--- src/rtl/upscale_pkg.sv ---
// rtl/upscale_pkg.sv - shared scheduler state encoding and replication factor
package upscale_pkg;

  localparam int SCALE = 3;

  typedef enum logic [1:0] {
    IDLE = 2'd0,
    RUN  = 2'd1,
    DONE = 2'd2
  } state_e;

endpackage

--- src/rtl/upscale3x_scheduler_phase3_ctr.sv ---
// rtl/upscale3x_scheduler_phase3_ctr.sv - 0..SCALE-1 replica counter, wrap flags terminal count
module phase3_ctr
  import upscale_pkg::*;
(
  input  logic       clk,
  input  logic       rst,
  input  logic       en,
  input  logic       clr,
  output logic [1:0] q,
  output logic       wrap
);

  localparam logic [1:0] LAST_PHASE = 2'(SCALE - 1);

  logic [1:0] q_q, q_d;

  assign wrap = (q_q == LAST_PHASE);
  assign q    = q_q;

  always_comb begin
    q_d = q_q;
    if (clr) begin
      q_d = 2'd0;
    end else if (en) begin
      q_d = wrap ? 2'd0 : q_q + 2'd1;
    end
  end

  always_ff @(posedge clk or negedge rst) begin
    if (!rst) begin
      q_q <= 2'd0;
    end else begin
      q_q <= q_d;
    end
  end

endmodule

--- src/rtl/upscale3x_scheduler.sv ---
// rtl/upscale3x_scheduler.sv - 3x nearest-neighbour read-address scheduler; UPSC_ABORT_EN adds abort input
module upscale3x_scheduler
  import upscale_pkg::*;
#(
  parameter int IMG_W  = 64,
  parameter int IMG_H  = 48,
  parameter int ADDR_W = 12
) (
  input  logic              clk,
  input  logic              rst,
  input  logic              start,
`ifdef UPSC_ABORT_EN
  input  logic              abort,
`endif
  output logic              busy,
  output logic              done,
  output logic              out_valid,
  input  logic              out_ready,
  output logic [ADDR_W-1:0] src_addr,
  output logic [1:0]        col_phase,
  output logic [1:0]        row_phase,
  output logic              eol
);

  localparam logic [ADDR_W-1:0] LAST_X = ADDR_W'(IMG_W - 1);
  localparam logic [ADDR_W-1:0] LAST_Y = ADDR_W'(IMG_H - 1);
  localparam logic [ADDR_W-1:0] LINE_STEP = ADDR_W'(IMG_W);

  state_e state_q, state_d;
  logic [ADDR_W-1:0] x_q, x_d, y_q, y_d, base_q, base_d;
  logic xfer, col_wrap, row_wrap, last_x, row_end, frame_end, abort_w, clr;

`ifdef UPSC_ABORT_EN
  assign abort_w = abort;
`else
  assign abort_w = 1'b0;
`endif

  assign out_valid = (state_q == RUN);
  assign busy      = (state_q != IDLE);
  assign done      = (state_q == DONE);
  assign xfer      = out_valid && out_ready;
  assign last_x    = (x_q == LAST_X);
  assign eol       = last_x && col_wrap;
  assign row_end   = xfer && eol;
  assign frame_end = row_end && row_wrap && (y_q == LAST_Y);
  // Address tracks line base plus column so no multiplier is needed
  assign src_addr  = base_q + x_q;

  always_comb begin
    state_d = state_q;
    clr     = 1'b0;
    case (state_q)
      IDLE: if (start) begin
        state_d = RUN;
        clr     = 1'b1;
      end
      RUN: if (abort_w) begin
        state_d = IDLE;
        clr     = 1'b1;
      end else if (frame_end) begin
        state_d = DONE;
        clr     = 1'b1;
      end
      DONE:    state_d = IDLE;
      default: state_d = IDLE;
    endcase
  end

  always_comb begin
    x_d    = x_q;
    y_d    = y_q;
    base_d = base_q;
    if (clr) begin
      x_d    = '0;
      y_d    = '0;
      base_d = '0;
    end else begin
      if (xfer && col_wrap) begin
        x_d = last_x ? '0 : x_q + 1'b1;
      end
      if (row_end && row_wrap) begin
        y_d    = y_q + 1'b1;
        base_d = base_q + LINE_STEP;
      end
    end
  end

  always_ff @(posedge clk or negedge rst) begin
    if (!rst) begin
      state_q <= IDLE;
      x_q     <= '0;
      y_q     <= '0;
      base_q  <= '0;
    end else begin
      state_q <= state_d;
      x_q     <= x_d;
      y_q     <= y_d;
      base_q  <= base_d;
    end
  end

  phase3_ctr u_col_ctr (
    .clk  (clk),
    .rst  (rst),
    .en   (xfer),
    .clr  (clr),
    .q    (col_phase),
    .wrap (col_wrap)
  );

  phase3_ctr u_row_ctr (
    .clk  (clk),
    .rst  (rst),
    .en   (row_end),
    .clr  (clr),
    .q    (row_phase),
    .wrap (row_wrap)
  );

endmodule
--- config.mk ---
export PLATFORM = sky130hd
export DESIGN_NAME = upscale3x_scheduler
export DESIGN_NICKNAME = d
export VERILOG_FILES = /design/src/rtl/upscale_pkg.sv /design/src/rtl/upscale3x_scheduler_phase3_ctr.sv /design/src/rtl/upscale3x_scheduler.sv
export SDC_FILE = /design/constraint.sdc
export NUM_CORES = 1
export LEC_CHECK = 0
export BUFFER_PORTS_ARGS = -buffer_cell sky130_fd_sc_hd__buf_2
export CORE_MARGIN = 2
export CORE_UTILIZATION = 49
export DETAILED_ROUTE_END_ITERATION = 10
export PLACE_DENSITY = 0.66
export REMOVE_ABC_BUFFERS = 1
export SETUP_SLACK_MARGIN = 0.5
export SLEW_MARGIN = 25
export SYNTH_ARGS = -nofsm -noshare
export SYNTH_HDL_FRONTEND = slang
export SYNTH_SLANG_ARGS = --single-unit
--- constraint.sdc ---
create_clock -name clk -period 4.6 [get_ports clk]
set_clock_uncertainty 0.2 [all_clocks]
set_input_delay 0.23 -clock clk [delete_from_list [all_inputs] [get_ports clk]]
set_output_delay 0.23 -clock clk [all_outputs]
set_load 0.01 [all_outputs]
Word-level counts from Yosys, hierarchy flattened
Cells that the tools add are included.

Multiplexer cells: 19. Eq/ne operators: 8. Reductions and logical operators: 13. Add/sub/neg operators: 6.

Operators with widths (count): two-way mux 12 bit (7); adder 12 x 1 -> 12 bit (second input constant) (2); equality test 12 x 6 -> 1 bit (second input constant) (2); two-way mux 2 bit (8); adder 12 bit (1); adder 12 x 7 -> 12 bit (second input constant) (1); nonzero test 2 bit (5); equality test 2 bit (second input constant) (3); logical AND 1 bit (6); adder 2 x 1 -> 2 bit (second input constant) (2); case mux 2 bit (2 select lines) (1); equality test 2 x 1 -> 1 bit (second input constant) (1); logical NOT 2 bit (1); two-way mux 1 bit (2); inequality test 2 x 1 -> 1 bit (second input constant) (1); inequality test 2 bit (second input constant) (1); case mux 1 bit (2 select lines) (1); AND reduction 2 bit (1).

Word-level logic and storage cells: 52. Register bits: 42.

Longest topological paths before layout
Depth in word-level cells: 8. Depth in mapped cells: 7.

By module
Synthesis repeated with hierarchy kept, for this count alone.

Cells, all modules: 249. Area, all modules: 2255.9 um^2.

By module, submodules not included: upscale3x_scheduler (cells an instance 231, sequential area each 800.8 um^2, times used 1, area an instance 2065.7 um^2); phase3_ctr (cells an instance 9, sequential area each 50.0 um^2, times used 2, area an instance 95.1 um^2).

Worst setup path before layout
Ideal clock, no wire load.

Path kind: register to output. Start: register x_q[6]. End: output eol. Arrival: 1779 ps. Setup slack: 2391 ps. Cell stages (with the launch flop): 5. Path buffers: 0. Required time: 4170 ps. Cell sequence: dfrtp_1 > or4_4 > or2_1 > or3_1 > nor2_1.

Word-level cells in the longest chain between the ends: 2.

Ends and longest elaborated chain: start, declared (line upscale3x_scheduler.sv:30) `logic [ADDR_W-1:0] x_q, x_d, y_q, y_d, base_q, base_d;`; start signal, assigned (line upscale3x_scheduler.sv:92) `x_q <= '0;`; start signal, assigned (line upscale3x_scheduler.sv:97) `x_q <= x_d;`; equality test 12 x 6 -> 1 bit (line upscale3x_scheduler.sv:43) `assign last_x = (x_q == LAST_X);`; logical AND 1 bit (line upscale3x_scheduler.sv:44) `assign eol = last_x && col_wrap;`; end, declared (line upscale3x_scheduler.sv:22) `output logic eol`.

No other way between the ends.

Worst setup path in the final report
Start: register x_q[0]. End: register y_q[9].

Word-level cells in the longest chain between the ends: 8. Elaborated cells on any way between the ends: 9. Those cells by class: 1 x eq/ne; 3 x mux; 5 x reduce/logical.

Ends and longest elaborated chain: equality test 12 x 6 -> 1 bit (*) (line upscale3x_scheduler.sv:43); logical AND 1 bit (*) (line upscale3x_scheduler.sv:44); logical AND 1 bit (*) (line upscale3x_scheduler.sv:45) `assign row_end = xfer && eol;`; logical AND 1 bit (*) (line upscale3x_scheduler.sv:46, upscale3x_scheduler.sv:82); logical AND 1 bit (line upscale3x_scheduler.sv:46) `assign frame_end = row_end && row_wrap && (y_q == LAST_Y);`; two-way mux 1 bit (line upscale3x_scheduler.sv:61) `end else if (frame_end) begin`; case mux 1 bit (2 select lines) (line upscale3x_scheduler.sv:53) `case (state_q)`; two-way mux 12 bit or nonzero test 2 bit (tied branches); end signal, assigned (line upscale3x_scheduler.sv:98) `y_q <= y_d;`; end, declared (line upscale3x_scheduler.sv:30).

Every way passes the cells marked *; elsewhere a longest branch is shown, timed or not. A chain may end at the register's enable or synchronous reset.

==> summary.md <==
| Metric | Value |
|---|---|
| Die area | about 4800 um^2 |
| RePlAce Congestion | between 0.7 and 0.8 |
| Initial DRC count | 120 |
| Number of max-cap violations | 0 |
| Final setup vio count | 0 |
| CP required | ~4500 ps |
| Global-route wire length before repair | slightly below 8 mm |
| Commonest non-fill, non-tap cell in the layout | dfrtp_1 |
| Max incr delay on CP | 770 ps |
| CTS Buf Count | 5 |
| Fin Setup TNS | 0 ps |
| Starting Density | 0.517 |
| # port buffers | 23 |
| Hold path cells | 4 |
| Part of the power in the clock network | 0.350 |
| Worst slew margin | 0.356 |
| Crit Reg-Reg Startpoint | x_q[0] |
| Crit path buf inv count | 1 |
| CTS resizes | 0 |
| Ys Warns | 0 |
| Clk sinks | 36 |
| CTS clk-pin slew, worst paths | 70 ps |
| Cell Int Power | 0.484 mW |
| # DRC | 0 |
| Net switching power of the design | about 0.18 mW |
| Post-CTS Setup Repair Bufs | 0 |
| Area Growth Syn to Fin | 10.6% |
| Sequential area share after synthesis | 0.427 |
| Total power density per cell area | 284 nW/um^2 |
| R2R cell count | 7 |
| TritonCTS clock tree | yes |
| Hold Startpoint | start |
| Sequential share of power | 0.529 |
| Worst EP arrival | between 2000 and 3000 ps |
| Die width | a little under 70 um |
| Crit-path slowest cell | o21ai_1 |
| Longest Clk Path Bufs | 2 |
| Setup ws final | ~1700 ps |
| Root cell of the clock tree | clkbuf_8 |
| Post-detailed-route via-to-cell ratio | around 5.7 |
| Commonest cells after routing, fill and taps aside | 36 x dfrtp_1, 30 x nor2_1, 24 x a21oi_1, 23 x nand2_1, 23 x buf_2 |
| DR WL/cell | 14.7 um |
| Worst-path cell chain | ha_1 -> nand3_2 -> nor4_2 -> nand3_1 -> buf_4 -> o21ai_1 -> nor2_1 |
| Later-pin clock latency in the skew report | ~290 ps |
| Min Clock Period, post-route | about 2900 ps |
| Combinational group share of total power | 0.121 |
| Critical Path Fanout Max | 19 |
| Final Non-Filler Cells | between 300 and 400 |
| Hold Fails Final Rpt | 0 |
| Fmax | ~0.35 GHz |
| Mapped cell area | between 2000 and 2500 um^2 |
| Crit path kind | reg -> reg |
| FILL cells | approximately 390 |
| # diodes | 0 |
| Initial antenna violation count | 0 |
| GR Util All Layers | 0.203 |
| Class of the worst hold path | in -> reg |
| Pin count of the biggest net entering global routing | 37 |
| Post-DP HPWL | 3.21 mm |
| VDD IR max | 0.223 mV |
| Reg2reg end | y_q[9] |
| Placed Cells incl. Taps | 300 |
| Core ar. | between 4000 and 5000 um^2 |
| Status | complete, no violations |
| Synth Register Bits | 36 |
| H-tree Lvls | 2 |
| Via count | approximately 1800 |
| Hold bufs inserted after CTS | 1 |
| P_leak | 1.10 nW |
| Placed cell areas | between 2000 and 2500 um^2 |
| I/O pin cnt | 24 |
| Post-Route WL | roughly 4.5 mm |
| Layout cells sized above 1 | 0.143 |
| Mapped Cells | 240 |
| Fin crit share | 0.621 |
| Family with the most delay on the worst path | simple AND/OR/NAND/NOR gates |
| NumNets Final | 270 |
| R2R setup slack | 1740 ps |
| Slew @ Worst Pin | between 900 and 1000 ps |
| Unrepaired setup endpoints after global routing | false |
| Element type at the critical path start | flip-flop |
| Num rows | 23 |
| Hold Crit Endpoint | x_q[10] |
| Pre-antenna DRT Iters | 4 |
| Finished Core Util | 0.571 |
| Unique masters post-synth | 38 |
| Vias in the first global route | ~1600 |
| DIE HEIGHT | between 60 and 70 um |
| Pins Over Slew Limit | 0 |
| Setup WS pre-CTS | between 1500 and 2000 ps |
| Antenna viol nets, final | 0 |
| Multi-input gate area | 1140 um^2 |
| Sw frac | 0.269 |
| Worst Setup End Kind | flip-flop |
| Grt ovf | 0 |
| Mean post-synth cell area | between 8 and 9 um^2 |
| Seq. cell area | roughly 900 um^2 |
| Finished layout cell area | about 2300 um^2 |
[power by group through the flow]
| stage | clock network (mW) | logic [mW] | registers, mW |
|---|---|---|---|
| after floorplan | 0 | 0.0396 | 0.362 |
| after global placement | 0 | 0.0820 | 0.356 |
| after detailed placement | 0 | 0.0809 | 0.356 |
| after CTS | 0.237 | 0.0818 | 0.350 |
| after global routing | 0.257 | 0.0900 | 0.354 |
| final | 0.232 | 0.0801 | 0.351 |
[final cells by class]
| type | instances | share of cell area |
|---|---|---|
| multi-input combinational | 188 | 0.488 |
| sequential | 36 | 0.386 |
| timing repair buffer | 25 | 0.0568 |
| clock buffer | 8 | 0.0386 |
| tap | 50 | 0.0268 |
| inverter | 2 | 0.00322 |
[how the worst max path moves through the flow]
stage,from,to,slack (ps),cells past startpoint
after floorplan,x_q[0],u_col_ctr.q[0],2010,6
after global placement,x_q[0],y_q[11],1870,7
after detailed placement,x_q[0],y_q[9],1780,7
after CTS,x_q[0],y_q[9],1760,7
after global routing,x_q[0],y_q[9],1480,7
final,x_q[0],y_q[9],1740,7
[per-layer routing]
layer / vias up / wire length (um) / track usage
met5: - / 0 / 0
met3: 7 / 215 / 0.0523
met4: 0 / 64 / 0.0705
met1: 828 / 2150 / 0.280
li1: 878 / - / -
met2: 40 / 2120 / 0.309
[cells in the mapped netlist (all sizes together)]
cell    count  area [um^2]
and4b       1         10.0
o21ai      12         60.1
nor2b       3         18.8
nand4       3         18.8
and3        5         31.3
nand2b      1         6.26
or4         4         33.8
mux2i       2         20.0
nand4b      4         35.0
nor4        7         56.3
xnor2       8         70.1
o21bai      1         7.51
clkbuf     10         37.5
xor2        9         78.8
nand3      13         70.1
nor2       31          119
a311oi      2         17.5
or3b        2         17.5
a21o        2         15.0
and2        5         31.3
ha          8          100
buf         4         25.0
nand2      23         86.3
or2         3         18.8
and4        3         26.3
nand3b      3         22.5
dfrtp      36          901
a21oi      24          120
inv         2         7.51
or3         3         18.8
nor3        6         30.0
[per-stage QoR]
step / hold WS, ps / total power [mW]
after CTS: 150 / 0.668
after global routing: 171 / 0.701
after global placement: 163 / 0.438
final: 144 / 0.662
after floorplan: -266 / 0.402
after detailed placement: 163 / 0.437
[cell families (layout without fill, tap and decap cells)]
logic type               after synthesis  count (layout)  share of synthesized area
AO/OA/AOI/OAI                         41              41                      0.104
XOR/XNOR                              17              17                     0.0705
adder cells (fa/ha/maj)                8               8                     0.0474
buffers and inverters                 16              35                     0.0332
flip-flops                            36              36                      0.427
multiplexers                           2               2                    0.00948
AND/OR/NAND/NOR                      120             120                      0.308
[flip-flops by register name, summed over array words and instances, names as in the netlist]
| register | count |
|---|---|
| y_q | 12 |
| u_col_ctr.q | 2 |
| state_q | 2 |
| base_q | 6 |
| u_row_ctr.q | 2 |
| x_q | 12 |
[tightest hold or removal path, stage by stage]
cell     delay, ps
buf_2           80
nand2_1         60
nand2_1        150
nor2_1          70
(Power assumes the default switching activity.)
